==> config.mk <==
export PLATFORM = sky130hd
export DESIGN_NAME = elevator_scheduler
export DESIGN_NICKNAME = d
export VERILOG_FILES = /design/src/rtl/elevator_pkg.sv /design/src/rtl/elevator_scheduler_call_register.sv /design/src/rtl/elevator_scheduler.sv
export SDC_FILE = /design/constraint.sdc
export NUM_CORES = 1
export LEC_CHECK = 0
export CAP_MARGIN = 10
export CORE_AREA = 5 5 53 90
export CTS_BUF_LIST = sky130_fd_sc_hd__clkbuf_4 sky130_fd_sc_hd__clkbuf_8
export DETAILED_ROUTE_END_ITERATION = 8
export DIE_AREA = 0 0 58 95
export PLACE_DENSITY = 0.84
export SETUP_SLACK_MARGIN = 0.4
export SLEW_MARGIN = 20
export SYNTH_ARGS = -nofsm -noshare
export SYNTH_HDL_FRONTEND = slang
export SYNTH_HIERARCHICAL = 1
export SYNTH_SLANG_ARGS = --single-unit
==> constraint.sdc <==
create_clock -name clk -period 3.32 [get_ports clk]
set_clock_uncertainty 0.1 [all_clocks]
set_input_delay 0.996 -clock clk [delete_from_list [all_inputs] [get_ports clk]]
set_output_delay 0.996 -clock clk [all_outputs]
set_load 0.1 [all_outputs]
==> src/rtl/elevator_pkg.sv <==
// Shared types and constants for the 4-floor elevator scheduler.
package elevator_pkg;

  localparam int NUM_FLOORS = 4;
  localparam int FLOOR_W    = 2;

  // Hall-call direction codes from the button front-end.
  localparam logic [1:0] DIR_UP   = 2'b11;
  localparam logic [1:0] DIR_DOWN = 2'b01;
  localparam logic [1:0] DIR_NONE = 2'b00;

  typedef enum logic [1:0] {
    StIdle,
    StMoveUp,
    StMoveDown,
    StDoorOpen
  } state_e;

  // Floors strictly above f.
  function automatic logic [NUM_FLOORS-1:0] above_mask(input logic [FLOOR_W-1:0] f);
    logic [NUM_FLOORS-1:0] m;
    m = '0;
    for (int i = 0; i < NUM_FLOORS; i++) m[i] = (i > int'(f));
    return m;
  endfunction

  // Floors strictly below f.
  function automatic logic [NUM_FLOORS-1:0] below_mask(input logic [FLOOR_W-1:0] f);
    logic [NUM_FLOORS-1:0] m;
    m = '0;
    for (int i = 0; i < NUM_FLOORS; i++) m[i] = (i < int'(f));
    return m;
  endfunction

endpackage

==> src/rtl/elevator_scheduler_call_register.sv <==
// Pending hall-call storage: filters and captures calls, clears a served floor, and
// reduces the pending bits to at/above/below flags relative to a query floor.
module elevator_scheduler_call_register
  import elevator_pkg::*;
(
  input  logic                  clk,
  input  logic                  rst,
  input  logic                  req_valid,
  input  logic [1:0]            req_dir,
  input  logic [FLOOR_W-1:0]    req_floor,
  input  logic                  clr_en,
  input  logic [FLOOR_W-1:0]    clr_floor,
  input  logic [FLOOR_W-1:0]    query_floor,
  output logic                  req_accept,
  output logic [NUM_FLOORS-1:0] up_pending,
  output logic [NUM_FLOORS-1:0] dn_pending,
  output logic                  up_at,
  output logic                  dn_at,
  output logic                  call_at,
  output logic                  call_above,
  output logic                  call_below
);

  logic [NUM_FLOORS-1:0] up_q, up_d, dn_q, dn_d, any_call;
  logic                  up_set, dn_set;

  // Decode the call code; up at the top floor and down at the bottom are meaningless.
  always_comb begin
    up_set = 1'b0;
    dn_set = 1'b0;
    case (req_dir)
      DIR_UP:   up_set = req_valid && (req_floor != FLOOR_W'(NUM_FLOORS - 1));
      DIR_DOWN: dn_set = req_valid && (req_floor != '0);
      DIR_NONE: ;
      default:  ;
    endcase
  end

  assign req_accept = up_set | dn_set;

  // Set first, then clear, so a clear of the same floor always wins.
  always_comb begin
    up_d = up_q;
    dn_d = dn_q;
    if (up_set) up_d[req_floor] = 1'b1;
    if (dn_set) dn_d[req_floor] = 1'b1;
    if (clr_en) begin
      up_d[clr_floor] = 1'b0;
      dn_d[clr_floor] = 1'b0;
    end
  end

  // Pending-call registers.
  always_ff @(posedge clk) begin
    if (rst) begin
      up_q <= '0;
      dn_q <= '0;
    end else begin
      up_q <= up_d;
      dn_q <= dn_d;
    end
  end

  // Reduction flags relative to the query floor.
  always_comb begin
    any_call   = up_q | dn_q;
    up_at      = up_q[query_floor];
    dn_at      = dn_q[query_floor];
    call_at    = any_call[query_floor];
    call_above = |(any_call & above_mask(query_floor));
    call_below = |(any_call & below_mask(query_floor));
  end

  assign up_pending = up_q;
  assign dn_pending = dn_q;

endmodule

==> src/rtl/elevator_scheduler.sv <==
// Collective-scan car sequencer: moves the car toward pending calls, stops to open the
// door, and reverses or idles when nothing remains ahead. All outputs are registered.
module elevator_scheduler
  import elevator_pkg::*;
#(
  parameter int unsigned TRAVEL_CYCLES = 100,
  parameter int unsigned DOOR_CYCLES   = 50,
  parameter int unsigned CNT_W         = 16
) (
  input  logic                  clk,
  input  logic                  rst,
  input  logic                  req_valid,
  input  logic [1:0]            req_dir,
  input  logic [FLOOR_W-1:0]    req_floor,
  output logic [FLOOR_W-1:0]    current_floor,
  output logic                  motor_up,
  output logic                  motor_down,
  output logic                  door_open,
  output logic [NUM_FLOORS-1:0] up_pending,
  output logic [NUM_FLOORS-1:0] dn_pending,
  output logic                  busy
);

  localparam logic [CNT_W-1:0] TravelLast = CNT_W'(TRAVEL_CYCLES - 1);
  localparam logic [CNT_W-1:0] DoorLast   = CNT_W'(DOOR_CYCLES - 1);

  state_e               state_q, state_d;
  logic [FLOOR_W-1:0]   floor_q, floor_d, query_floor, clr_floor;
  logic                 dir_up_q, dir_up_d;
  logic [CNT_W-1:0]     timer_q, timer_d;
  logic                 motor_up_q, motor_down_q, door_open_q, busy_q;
  logic                 clr_en, req_accept, absorb, stop;
  logic                 up_at, dn_at, call_at, call_above, call_below;

  elevator_scheduler_call_register u_calls (
    .clk         (clk),
    .rst         (rst),
    .req_valid   (req_valid),
    .req_dir     (req_dir),
    .req_floor   (req_floor),
    .clr_en      (clr_en),
    .clr_floor   (clr_floor),
    .query_floor (query_floor),
    .req_accept  (req_accept),
    .up_pending  (up_pending),
    .dn_pending  (dn_pending),
    .up_at       (up_at),
    .dn_at       (dn_at),
    .call_at     (call_at),
    .call_above  (call_above),
    .call_below  (call_below)
  );

  // While moving, evaluate the floor being approached; otherwise the floor we are at.
  always_comb begin
    query_floor = floor_q;
    if (state_q == StMoveUp)   query_floor = floor_q + 1'b1;
    if (state_q == StMoveDown) query_floor = floor_q - 1'b1;
  end

  // Stop on a same-direction call here or when nothing lies further on.
  assign stop   = (state_q == StMoveUp) ? (up_at || !call_above) : (dn_at || !call_below);
  assign absorb = (state_q == StDoorOpen) && req_accept && (req_floor == floor_q);

  // Next-state, floor, direction and timer decisions.
  always_comb begin
    state_d   = state_q;
    floor_d   = floor_q;
    dir_up_d  = dir_up_q;
    timer_d   = timer_q + 1'b1;
    clr_en    = 1'b0;
    clr_floor = query_floor;
    unique case (state_q)
      StIdle: begin
        timer_d = '0;
        if (call_at) begin
          state_d = StDoorOpen;
          clr_en  = 1'b1;
        end else if (call_above) begin
          state_d  = StMoveUp;
          dir_up_d = 1'b1;
        end else if (call_below) begin
          state_d  = StMoveDown;
          dir_up_d = 1'b0;
        end
      end
      StMoveUp, StMoveDown: begin
        if (timer_q == TravelLast) begin
          floor_d = query_floor;
          timer_d = '0;
          if (stop) begin
            state_d = StDoorOpen;
            clr_en  = 1'b1;
          end
        end
      end
      StDoorOpen: begin
        // Holding the clear on our floor keeps calls here from ever being registered.
        clr_en = 1'b1;
        if (absorb) begin
          timer_d = '0;
        end else if (timer_q == DoorLast) begin
          timer_d = '0;
          if (dir_up_q ? call_above : call_below) begin
            state_d = dir_up_q ? StMoveUp : StMoveDown;
          end else if (dir_up_q ? call_below : call_above) begin
            dir_up_d = !dir_up_q;
            state_d  = dir_up_q ? StMoveDown : StMoveUp;
          end else begin
            state_d = StIdle;
          end
        end
      end
      default: state_d = StIdle;
    endcase
  end

  // State and output registers; outputs follow the decided next state.
  always_ff @(posedge clk) begin
    if (rst) begin
      state_q      <= StIdle;
      floor_q      <= '0;
      dir_up_q     <= 1'b1;
      timer_q      <= '0;
      motor_up_q   <= 1'b0;
      motor_down_q <= 1'b0;
      door_open_q  <= 1'b0;
      busy_q       <= 1'b0;
    end else begin
      state_q      <= state_d;
      floor_q      <= floor_d;
      dir_up_q     <= dir_up_d;
      timer_q      <= timer_d;
      motor_up_q   <= (state_d == StMoveUp);
      motor_down_q <= (state_d == StMoveDown);
      door_open_q  <= (state_d == StDoorOpen);
      busy_q       <= (state_d != StIdle);
    end
  end

  assign current_floor = floor_q;
  assign motor_up      = motor_up_q;
  assign motor_down    = motor_down_q;
  assign door_open     = door_open_q;
  assign busy          = busy_q;

endmodule

# ---- Word-level counts from Yosys, hierarchy flattened
# Cells that the tools add are included.
dict set report word_totals {
  input_bits 7
  mem_count 0
  latch_bits 0
  mem_bits_rw 0
  ff_bits 33
  elab_cells 119
  romBits 0
}
dict set report op_classes {
  n_eq_ne 18
  div 0
  shift 0
  n_mux 49
  n_addsub 3
  n_reduce_logical 20
  magnitude_cmp 10
  n_mul 0
  n_bitwise 9
}
# op n
set ops {}
lappend ops {{$mux W16} 3}
lappend ops {{$pmux W16 S3} 1}
lappend ops {{$mux W2} 13}
lappend ops {{$mux W1} 20}
lappend ops {{$add A16 B1 Y16 const B} 1}
lappend ops {{$eq A16 B6 Y1 const B} 1}
lappend ops {{$eq A16 B7 Y1 const B} 1}
lappend ops {{$mux W4} 4}
lappend ops {{$and A4 B4 Y4} 3}
lappend ops {{$or A4 B4 Y4} 3}
lappend ops {{$eq A2 B2 Y1 const B} 5}
lappend ops {{$ne A2 B2 Y1 const B} 4}
lappend ops {{$reduce_or A4 Y1} 2}
lappend ops {{$reduce_and A7 Y1} 1}
lappend ops {{$bmux W1 S2} 3}
lappend ops {{$eq A2 B1 Y1 const B} 3}
lappend ops {{$logic_and A1 B1 Y1} 6}
lappend ops {{$lt A2 B3 Y1 const B} 2}
lappend ops {{$pmux W2 S3} 1}
lappend ops {{$reduce_bool A2 Y1} 3}
lappend ops {{$and A4 B3 Y4} 1}
lappend ops {{$demux W1 S2} 2}
lappend ops {{$ge A2 B1 Y1 const B} 2}
lappend ops {{$gt A2 B2 Y1 const A} 2}
lappend ops {{17 further kinds} 22}

# ---- Depth between registers and ports, before layout
dict set report depth {
  ltp_word 13
  depth_mapped 16
  mapped_depth_nobuf 15
}

# ---- Hierarchy
# Netlist, hierarchy kept.
# mod n_inst cells_per_inst area_per_inst_um2 seq_area_each_um2
set modules_own_cells {}
lappend modules_own_cells {elevator_scheduler 1 169 1586.5 500.5}
lappend modules_own_cells {elevator_scheduler_call_register 1 49 424.2 160.2}

# ---- Least setup slack after synthesis
# OpenSTA, ideal clock, no wires.
dict set report synth_timing {
  kind {flip-flop to flip-flop}
  startpoint {reg floor_q[0] (netlist: current_floor[0])}
  endpoint {reg motor_down_q (netlist: motor_down)}
  stages_incl_launch_ff 12
  path_buffers 1
  arrival_ns 3.866
  path_slack_ns -0.734
  cell_sequence {dfxtp_1 -> buf_6 -> nand2_1 -> mux2i_1 -> xor2_1 -> mux4_2 -> or2_1 -> nand2b_1 -> o311ai_0 -> a21oi_1 -> or4_1 -> nor4_2}
}
dict set report synth_via {
  word_cells_on_any_way 40
  classes_between {add/sub: 2; order compare: 6; eq/ne: 2; mux: 21; bitwise: 2; reduce/logical: 7}
}
# item line
set synth_lines {}
lappend synth_lines {{start, declared} elevator_scheduler.sv:28} ;# logic [FLOOR_W-1:0] floor_q, floor_d, query_floor, clr_floor;
lappend synth_lines {{start signal, assigned} elevator_scheduler.sv:131} ;# floor_q <= floor_d;
lappend synth_lines {{$add A2 B1 Y2} elevator_scheduler.sv:57} ;# if (state_q == StMoveUp) query_floor = floor_q + 1'b1;
lappend synth_lines {{$mux W2} elevator_scheduler.sv:57}
lappend synth_lines {{$mux W2 *} elevator_scheduler.sv:58} ;# if (state_q == StMoveDown) query_floor = floor_q - 1'b1;
lappend synth_lines {{net clr_floor[1]} elevator_scheduler.sv:28}
lappend synth_lines {{$bmux W1 S2 *} elevator_scheduler_call_register.sv:67} ;# up_at = up_q[query_floor];
lappend synth_lines {{$mux W1 (not written as such) *} elevator_scheduler_call_register.sv:67}
lappend synth_lines {{net up_at} elevator_scheduler.sv:33} ;# logic up_at, dn_at, call_at, call_above, call_below;
lappend synth_lines {{$logic_or A1 B1 Y1 *} elevator_scheduler.sv:62} ;# assign stop = (state_q == StMoveUp) ? (up_at || !call_above) : (dn_at || !call_below);
lappend synth_lines {{$mux W1 *} elevator_scheduler.sv:62}
lappend synth_lines {{$mux W2 *} elevator_scheduler.sv:91} ;# if (stop) begin
lappend synth_lines {{$mux W2 *} elevator_scheduler.sv:88} ;# if (timer_q == TravelLast) begin
lappend synth_lines {{$pmux W2 S3 *} elevator_scheduler.sv:73} ;# unique case (state_q)
lappend synth_lines {{$eq A2 B2 Y1 *} elevator_scheduler.sv:135} ;# motor_down_q <= (state_d == StMoveDown);
lappend synth_lines {{end signal, assigned} elevator_scheduler.sv:135}
lappend synth_lines {{end, declared} elevator_scheduler.sv:31} ;# logic motor_up_q, motor_down_q, door_open_q, busy_q;
# Mark *: on every way through the listed nets, which the timed path passes. The rest lies on a longest branch. The select of a mux whose other input is x is not followed.
# A chain may end at the register's enable or synchronous reset.

# ---- Worst setup path after layout
dict set report layout_timing {
  startpoint {reg state_q[0]}
  endpoint {reg motor_down_q (netlist: motor_down)}
}
dict set report layout_via {
  word_cells_on_any_way 43
  classes_between {order compare: 6; eq/ne: 4; mux: 21; bitwise: 2; reduce/logical: 10}
}
# item line
set layout_lines {}
lappend layout_lines {{start, declared} elevator_scheduler.sv:27} ;# state_e state_q, state_d;
lappend layout_lines {{start signal, assigned} elevator_scheduler.sv:121} ;# state_q <= StIdle;
lappend layout_lines {{start signal, assigned} elevator_scheduler.sv:130} ;# state_q <= state_d;
lappend layout_lines {{$eq A2 B1 Y1} elevator_scheduler.sv:57}
lappend layout_lines {{$mux W2} elevator_scheduler.sv:57}
lappend layout_lines {{$mux W2 *} elevator_scheduler.sv:58}
lappend layout_lines {{net clr_floor[1]} elevator_scheduler.sv:28}
lappend layout_lines {{$bmux W1 S2 *} elevator_scheduler_call_register.sv:68} ;# dn_at = dn_q[query_floor];
lappend layout_lines {{$mux W1 (not written as such) *} elevator_scheduler_call_register.sv:68}
lappend layout_lines {{net dn_at} elevator_scheduler.sv:33}
lappend layout_lines {{$logic_or A1 B1 Y1 *} elevator_scheduler.sv:62}
lappend layout_lines {{$mux W1 *} elevator_scheduler.sv:62}
lappend layout_lines {{$mux W2 *} elevator_scheduler.sv:91}
lappend layout_lines {{$mux W2 *} elevator_scheduler.sv:88}
lappend layout_lines {{$pmux W2 S3 *} elevator_scheduler.sv:73}
lappend layout_lines {{$eq A2 B2 Y1 *} elevator_scheduler.sv:135}
# Marked as above.

==> flow_summary.yaml <==
grt:
  first_global_vias: 1886
  grt_first_pass_wirelength_mm: 8.60
  maximum_number_of_pins_on_one_net_before_global_route_repair: 17
  gr-usage-all-layers_pct: 20.4
  number_of_antenna_violations_at_the_first_check_in_global_routing: 0
  overflow: 0
yosys:
  mean_post_synth_cell_area_um2: 9.22
  post_synth_num_cell_types: 64
  netlist_instances: 218
  ys_seq_elements: 33
  synth.top_cell.area_share_pct: 32.9
  synth.net_count: 232
  postSynth.asyncResetShare_pct: 0
  ys_top_cells_by_area: "sky130_fd_sc_hd__dfxtp_1 (33%), sky130_fd_sc_hd__xor2_1 (5.2%), sky130_fd_sc_hd__nor2_4 (4.5%), sky130_fd_sc_hd__ha_1 (4.4%), sky130_fd_sc_hd__nor2_1 (3.9%)"
  syn_area_um2: 2010
  post_synth_most_frequent_cells: "sky130_fd_sc_hd__dfxtp_1 (33), sky130_fd_sc_hd__nor2_1 (21), sky130_fd_sc_hd__nand2_1 (16), sky130_fd_sc_hd__xor2_1 (12), sky130_fd_sc_hd__nor3_1 (10)"
  synth.yosys.seq_area_share_pct: 32.9
  synth.most_common_cell: "sky130_fd_sc_hd__dfxtp_1"
  flip_flop_cell_with_the_highest_count_after_synthesis: "sky130_fd_sc_hd__dfxtp_1"
  synth_largest_area_cell: "sky130_fd_sc_hd__dfxtp_1"
  synth-edff-count: 0
  yosysWarningCount: 6
timing:
  final_min_period_over_clock_period_pct: 97.0
  worst_slew_pin_slew_ns: 0.475
  worst_slack_ns: 0.101
  fmax_achieved_mhz: 311
  setup_viol: 0
  report.final.slew_viol_count: 0
  fin_crit_ns: 3.22
  setup_total_negative_slack_ns: 0
  grt_setup_unrepaired: "true"
  timing_hold_violations_final: 0
  slew-limit-headroom_pct: 68.3
power_and_ir_drop:
  pwr-share-clk_pct: 19.5
  seq_power_share_pct: 28.9
  p_leak_nw: 1.01
  p_int_mw: 0.962
  pwr-share-comb_pct: 51.7
  power.density_nw_per_um2: 585
  power.ir.vdd_worst_uv: 375
  switching_share_pct: 40.2
  netSwitchingPower_mw: 0.646
cells_and_area:
  finalNetCount: 280
  post_route_cells_drive_above_1_share_pct: 40.4
  finalInstanceArea_um2: 2750
  areaGrowthSynthToFinish_pct: 36.8
  finish.cell_count_without_fillers: 316
  diodes: 0
  fin_util_pct: 68.2
  final.fill_count: 290
clock_network:
  clock-sinks: 33
  cts_hold_buf: 0
  clock_insertion_delay_worst_skew_ns: 0.29
  worst_setup_hold_path_clk_slew_ns: 0.07
  clockBufferDepth: 2
  cts_tree: "built"
  root_buffer: "sky130_fd_sc_hd__clkbuf_8"
  ctsHtreeMaxLevel: 2
  cts-buffers-inserted: 5
die:
  rows: 31
  ios: 21
  chipHeight_um: 95
  initial_core_util_pct: 49.8
  coreArea_um2: 4030
  die_area_um2: 5510
  die_boundary_width_um: 58
routing:
  firstDrtPassIters: 4
  drc: 0
  drt-total-wl_mm: 5.36
  wl_per_cell_um: 17.0
  drt_iter0_drc: 107
  drt.antenna.violating_nets: 0
  vias: 1826
  vias_per_cell: 5.78
critical_path:
  critical_path.max_stage_delay_ns: 0.57
  worst_path_dominant_cell_family: "simple AND/OR/NAND/NOR gates"
  critical_path_peak_fanout: 3
  worstPathBufferInverterCount: 2
  critPathCaptureType: "flip-flop"
  cp.arrival_ns: 3.33
  ordered_cell_list_for_the_critical_path: "inv_4 -> ha_4 -> mux2i_4 -> xor2_4 -> mux4_2 -> buf_4 -> o311ai_4 -> and4b_2 -> or4_4 -> nor4_4"
  critPathKind: "flip-flop to flip-flop"
  cp.required_ns: 3.43
  cp_slowest_cell: "sky130_fd_sc_hd__mux4_2"
  startpoint_type: "flip-flop"
placed_design:
  port_buffers: 20
  dp_cells: 289
  detailedPlacementHpwl_mm: 3.47
  dpl-instance-area_um2: 2290
  placement_setup_slack_ns: -0.0637
  last_weighted_congestion_value_of_the_routability_driven_placer: 0.867
run_status:
  outcome: "finished, final reports clean"
hold_path:
  hold_path.class: "flip-flop to flip-flop"
job:
  max-cap-violations: 0
-- placed cells by master (no fill, tap or decap), drive strengths merged, types with 3 or more instances in the layout --
master	instances
buf	43
dfxtp	33
nor2	31
nand2	16
xor2	12
nor3	11
nand4	8
a21oi	8
xnor2	8
clkbuf	8
ha	7
inv	7
clkdlybuf4s50	6
nor2b	6
nand3	4
o21ai	4
and3	3
nor3b	3
nor4	3
o31ai	3
-- per-layer routing --
metal	share of wire, %	up-vias	wire [µm]	GRT usage [%]
met5	0	-	0	0
met4	3.4	0	184	13.3
met2	56	52	3020	38.0
met3	3.8	16	202	3.01
li1	-	882	-	-
met1	36	876	1950	20.0
-- power groups by stage --
| stage | Combinational, mW | Sequential, mW | Clock (mW) |
|---|---|---|---|
| 2_1_floorplan | 0.276 | 0.600 | 0 |
| 4_1_cts | 0.719 | 0.460 | 0.318 |
| 5_1_grt | 0.874 | 0.468 | 0.336 |
| 3_5_place_dp | 0.541 | 0.462 | 0 |
| 6_report | 0.831 | 0.464 | 0.313 |
| 3_3_place_gp | 0.529 | 0.459 | 0 |
-- flip-flops by register name, indices dropped and copies added (netlist names), 2 cells and up --
register            flops
timer_q                16
u_calls/up_pending      4
state_q                 2
u_calls/dn_pending      4
current_floor           2
-- area by class of cell --
type | instances | area (µm²) | area share, %
clock buffer | 8 | 91.3 | 3.32
multi-input combinational | 170 | 1490 | 54.0
tap | 49 | 61.3 | 2.23
inverter | 7 | 31.3 | 1.14
sequential | 33 | 673 | 24.5
timing repair buffer | 49 | 407 | 14.8
-- per-stage QoR --
stage                     hold WS [ns]  power, mW
after global routing             0.450       1.68
final                            0.419       1.61
after global placement           0.401      0.987
after detailed placement         0.407       1.00
after floorplan                  0.381      0.876
after CTS                        0.416       1.50
-- repair_timing --
item,CTS,global route
resized for setup,32,15
pin swaps,14,8
buffers inserted,13,6
setup endpoints to repair,15,31
-- final timing paths --
path	start	to	slack, ns	cells after the start
max	state_q[0]$_SDFF_PP0_	motor_down$_SDFF_PP0_	0.10	10
min	u_calls/dn_pending[0]$_SDFF_PP0_	u_calls/dn_pending[0]$_SDFF_PP0_	0.42	1
max reg2reg	state_q[0]$_SDFF_PP0_	motor_down$_SDFF_PP0_	0.10	10
min reg2reg	u_calls/dn_pending[0]$_SDFF_PP0_	u_calls/dn_pending[0]$_SDFF_PP0_	0.42	1
-- cells by family after synthesis --
kind of cell               share of synthesized area (%)
and+or+nand+nor                                     33.3
AOI/OAI and AO/OA                                   12.5
DFF                                                 32.9
xor gates and xnor gates                            8.71
buffers and inverters                               5.04
adders and majority gates                           4.36
muxes                                               3.24
(Power assumes the default switching activity.)
==> RTL edit 1 (same settings) <==
The package constant `FLOOR_W` goes from 2 to 3.
--- a/src/rtl/elevator_pkg.sv
+++ b/src/rtl/elevator_pkg.sv
@@ -4,3 +4,3 @@
   localparam int NUM_FLOORS = 4;
-  localparam int FLOOR_W    = 2;
+  localparam int FLOOR_W    = 3;
 
Interface: changed (resized current_floor and req_floor); port bits go from 21 to 23. The function was not compared with the original's and may differ.
==> RTL edit 1 against the original RTL <==
  * Fmax is 7.0% higher
  * Sequential cell count is 1 higher
  * Synthesized area is 0.93% lower
  * Wire length is 11% higher
  * Sequential share of layout area is 0.27 points higher
  * Setup slack better by 210 ps
  * Combinational power is 62% higher
  * Total power is 39% higher
  * Sequential power is 5.6% higher
  * Worst hold slack better by 6.1 ps
  * Largest power group unchanged
  * Critical endpoint is now u_calls/dn_pending[0]
  * Design area is 2.4% higher
  * Via count is 11% higher
==> RTL edit 1: results (changes against the original RTL) <==
Dpl hpwl -> 3.671 mm (+6.0%)
Largest net degree at the start of global routing -> 17 (unchanged)
Setup bufs post-CTS -> 17 (+4)
Worst rel slew slack -> 64.05% (-4.2 points)
Worst-path clk slew -> 70 ps (about the same)
Vias in the first global route -> 2040 (+8.2%)
H-tree level count -> 2 (unchanged)
P_sw -> 951.6 uW (+47%)
Post-CTS Hold Fix Bufs -> 0 (unchanged)
Max reg flops -> 16 (unchanged)
GRT Total Usage -> 22.44% (+2.1 points)
Worst Path Arrival -> 3090 ps (-240 ps)
Crit path max fanout -> 4 (+1)
N_diodes -> 0 (unchanged)
Post-synth top cells -> nor2_1 (37), dfxtp_1 (34), xor2_1 (13), a21oi_1 (11), o21ai_0 (10)
DR vias/cell -> 6.090 (+5.4%)
Slowest stage delay, CP -> 370 ps (-200 ps)
Drt drc -> 0 (unchanged)
Hold-critical path depth -> 1 (unchanged)
GP Congestion -> 0.8704 (+0.39%)
Ys Warns -> 6 (unchanged)
Hold crit path type -> flip-flop to flip-flop
Cells resized by post-CTS repair -> 30 (-6.3%)
Max_cap viols -> 0 (unchanged)
Synthesized Nets -> 246 (+6.0%)
Maximum root-to-sink buffer count -> 2 (unchanged)
Buffers on Ports -> 22 (+10%)
Reg2reg path depth -> 15 (+5)
Cell variety after synth -> 51 (-20%)
# fillers -> 322 (+11%)
Post-synthesis async set-or-reset flop share -> 0% (unchanged)
Post-synthesis sequential area ratio -> 34.17% (+1.3 points)
Root Driver -> clkbuf_8
1st-iter DRT viols -> 72 (-33%)
Finish-stage setup viols -> 0 (unchanged)
CP max-delay cell -> dfxtp_4
Outcome -> finished clean
Critical path's top delay family -> compound AO/OA/AOI/OAI gates
Layout cell share with drive strength beyond 1 -> 37.89% (-2.6 points)
Hold Fails Final Rpt -> 0 (unchanged)
Maximum vdd drop -> 0.0004908 V (+31%)
Nets -> 301 (+7.5%)
Initial antenna violation count -> 0 (unchanged)
WL final -> 5.971 mm (+11%)
First-pass GRT wire length -> 9.425 mm (+9.5%)
TritonRoute pass-1 iters -> 4 (unchanged)
CTS Buf Count -> 5 (unchanged)
Biggest register -> timer_q
Avg Cell Area, Syn -> 8.698 um^2 (-5.7%)
Lkg Pwr -> 0.001127 uW (+11%)
Sequential power share -> 21.9% (-7.0 points)
Skew-Pair Late Insertion Delay -> 290 ps (about the same)
Drt wl/cell -> 17.88 um (+5.4%)
Comb pwr share -> 60.5% (+8.8 points)
Area contributors post-synth -> dfxtp_1 (34%), nor2_1 (7.0%), xor2_1 (5.7%)
-- RTL edit 1: final timing paths --
check | start | endpoint | slack [ps]
setup / recovery | state_q[1] | u_calls/dn_pending[0] | 310
hold / removal | timer_q[0] | timer_q[0] | 420
setup reg to reg | state_q[1] | u_calls/dn_pending[0] | 310
hold reg to reg | timer_q[0] | timer_q[0] | 420
-- RTL edit 1: cells by family after synthesis --
kind of cell    share of synthesized area, %
simple gates                           28.08
fa+ha+maj                              5.653
flops                                  34.17
compound gates                         16.58
mux                                    2.952
buf+inv                                3.769
xor+xnor                               8.794
-- RTL edit 1: through the flow --
step / power (uW) / setup TNS, ps / hold WS, ps / area [um^2] / setup slack, ps
after floorplan: 1142 / 0 / 374.4 / 2037 / 380.9
after global placement: 1315 / -35.66 / 404.8 / 2300 / -22.95
after detailed placement: 1330 / -589.4 / 413.2 / 2300 / -132.8
after CTS: 2021 / 0 / 428.0 / 2664 / 357.2
after global routing: 2354 / 0 / 460.8 / 2816 / 206.1
final: 2234 / 0 / 424.8 / 2816 / 310.7
-- RTL edit 1: layout make-up --
cell class / instances / share of cell area (%)
Inverter: 9 / 1.377
Clock buffer: 7 / 2.976
Sequential cell: 34 / 24.74
Multi-Input combinational cell: 181 / 51.98
Timing Repair Buffer: 53 / 15.68
Tap cell: 49 / 2.177
Clock inverter: 1 / 1.066
-- RTL edit 1: metal layers --
| layer | part of all wire [%] | vias up | global-route usage, % |
|---|---|---|---|
| li1 | - | 947 | - |
| met1 | 34 | 961 | 21.85 |
| met2 | 55 | 88 | 41.32 |
| met3 | 4.8 | 38 | 4.651 |
| met4 | 6.1 | 0 | 14.51 |
| met5 | 0 | - | 0 |
==> RTL edit 2 (same settings) <==
Without the edit above. Encoding of `state_e`: now one-hot (4 bits for 4 states).
--- a/src/rtl/elevator_pkg.sv
+++ b/src/rtl/elevator_pkg.sv
@@ -11,7 +11,7 @@
 
-  typedef enum logic [1:0] {
-    StIdle,
-    StMoveUp,
-    StMoveDown,
-    StDoorOpen
+  typedef enum logic [3:0] {
+    StIdle     = 4'b0001,
+    StMoveUp   = 4'b0010,
+    StMoveDown = 4'b0100,
+    StDoorOpen = 4'b1000
   } state_e;
Function: same outputs for any inputs over 10 cycles, from zero or initial values and one cycle with rst high; not proved beyond that.
==> RTL edit 2 against the original RTL <==
  * Synthesized area is 6.3% lower
  * First-iteration DRC count is 50% lower
  * Die area stayed put
  * Sequential share of layout area is 5.9 points higher
  * Global-route usage is 3.7 points lower
  * Fmax is 14% higher
  * Sequential cell count is 2 higher
  * Critical path depth stayed put
  * Design area is 15% lower
  * Non-clock buffer count is 20 lower
  * Worst hold slack worse by 18 ps
  * Wire length is 20% lower
  * Setup slack better by 400 ps
Power is not compared: it rests on default switching activity, and its combinational part moved more than twofold at a synthesized area within 25%.
==> RTL edit 2: results (changes against the original RTL) <==
First-pass GRT wire length -> 7.113 mm (-17%)
Synthesized Nets -> 229 (-1.3%)
Dpl hpwl -> 3.023 mm (-13%)
Global route total overflow -> 0 (unchanged)
N_diodes -> 0 (unchanged)
Mux contribution to synthesized area -> 2.392% (-0.84 points)
DR vias/cell -> 5.666 (-2.0%)
Worst slack, placed -> 256.1 ps (+319.8 ps)
Slowest stage delay, CP -> 550 ps (-20 ps)
Cell count after synthesis -> 220 (+0.92%)
Worst r2r src -> state_q[1]
Hold-critical path depth -> 1 (unchanged)
Synth Area in Adders -> 1.329% (-3.0 points)
Hold crit path type -> flip-flop to flip-flop
Hold Slack -> 401.0 ps (-17.67 ps)
Layout cell share with drive strength beyond 1 -> 22.80% (-18 points)
Drt wl/cell -> 14.29 um (-16%)
Worst-Margin Slew -> 654.0 ps (+179.4 ps)
Maximum vdd drop -> 0.0003964 V
WL final -> 4.272 mm (-20%)
Cell variety after synth -> 46 (-28%)
Post-synth top cells -> dfxtp_1 (35), nor2_1 (34), nand2_1 (17), a21oi_1 (14), nand3_1 (13)
Worst R2R End -> dir_up_q
Hold_sp -> timer_q[0]
Root Driver -> clkbuf_8
# fillers -> 371 (+28%)
Number of synthesized flops with an enable pin -> 0 (unchanged)
1st-iter DRT viols -> 54 (-50%)
Area contributors post-synth -> dfxtp_1 (37%), nor2_1 (6.8%), xor2_1 (5.1%)
Synth Area in XOR/XNOR -> 9.767% (+1.1 points)
Worst Path Arrival -> 2890 ps (-440 ps)
Dpl cell area -> 2132 um^2 (-7.0%)
Outcome -> finished clean
R2R setup slack -> 500 ps (+400 ps)
TritonRoute pass-1 iters -> 4 (unchanged)
Switching share of power -> 27.47%
Max reg flops -> 16 (unchanged)
Nets -> 258 (-7.9%)
Reg2reg path depth -> 10 (unchanged)
Worst-path clk slew -> 70 ps (about the same)
Vias in the first global route -> 1586 (-16%)
Largest net degree at the start of global routing -> 18 (+1)
Crit path max fanout -> 6 (+3)
Post-synthesis sequential area ratio -> 37.21% (+4.4 points)
Dpl cells -> 285 (-1.4%)
GRT Total Usage -> 16.67% (-3.7 points)
Synth Flop Type -> dfxtp_1
Hold path endpoint -> timer_q[0]
Post-synthesis async set-or-reset flop share -> 0% (unchanged)
GP Congestion -> 0.8607 (-0.73%)
Complex-gate fraction of the synthesized area -> 11.76% (-0.75 points)
[RTL edit 2: critical path, delay by kind of cell, from the launching register on]
family | cells | cell delay (ps)
muxes | 1 | 550
DFF | 1 | 350
xor gates and xnor gates | 1 | 280
and+or+nand+nor | 4 | 730
AOI/OAI and AO/OA | 4 | 720
[RTL edit 2: power groups by stage]
stage	combinational (uW)	clock (uW)	sequential [uW]
2_1_floorplan	68.5	0	482
3_3_place_gp	126	0	456
3_5_place_dp	127	0	456
4_1_cts	127	351	447
5_1_grt	144	371	449
6_report	133	339	447
[RTL edit 2: cells by family after synthesis]
logic type,after synthesis
compound gates,36
mux,2
simple gates,112
fa+ha+maj,2
xor+xnor,21
flops,35
buf+inv,12
[RTL edit 2: worst max path at each step]
stage | startpoint | slack [ps] | to
floorplan | current_floor[0] | 300 | dir_up_q
global placement | state_q[1] | 350 | dir_up_q
detailed placement | state_q[1] | 260 | u_calls/up_pending[0]
CTS | state_q[1] | 430 | u_calls/up_pending[0]
global route | state_q[1] | 360 | u_calls/up_pending[0]
finish | state_q[1] | 500 | dir_up_q
[RTL edit 2: timing repair]
action,CTS,global route
gates resized for setup,1,12
pin swaps,1,8
buffers inserted,3,3
setup endpoints to repair,8,9
cloned,0,0
[RTL edit 2: final cells by class]
type,count,area (um^2),area share (%)
Clock buffer,7,96.34,4.124
Sequential cell,35,710.7,30.42
Inverter,5,18.77,0.8034
Tap cell,49,61.31,2.625
Multi-Input combinational cell,173,1206,51.63
Clock inverter,1,6.256,0.2678
Timing Repair Buffer,29,236.5,10.12
[RTL edit 2: metal layers]
metal	vias up	track usage, %	part of all wire, %	routed length [um]
li1	836	-	-	-
met5	-	0	0	0
met4	0	8.317	2.0	86
met2	47	31.32	56	2372
met1	803	17.10	39	1653
met3	8	2.873	3.7	160
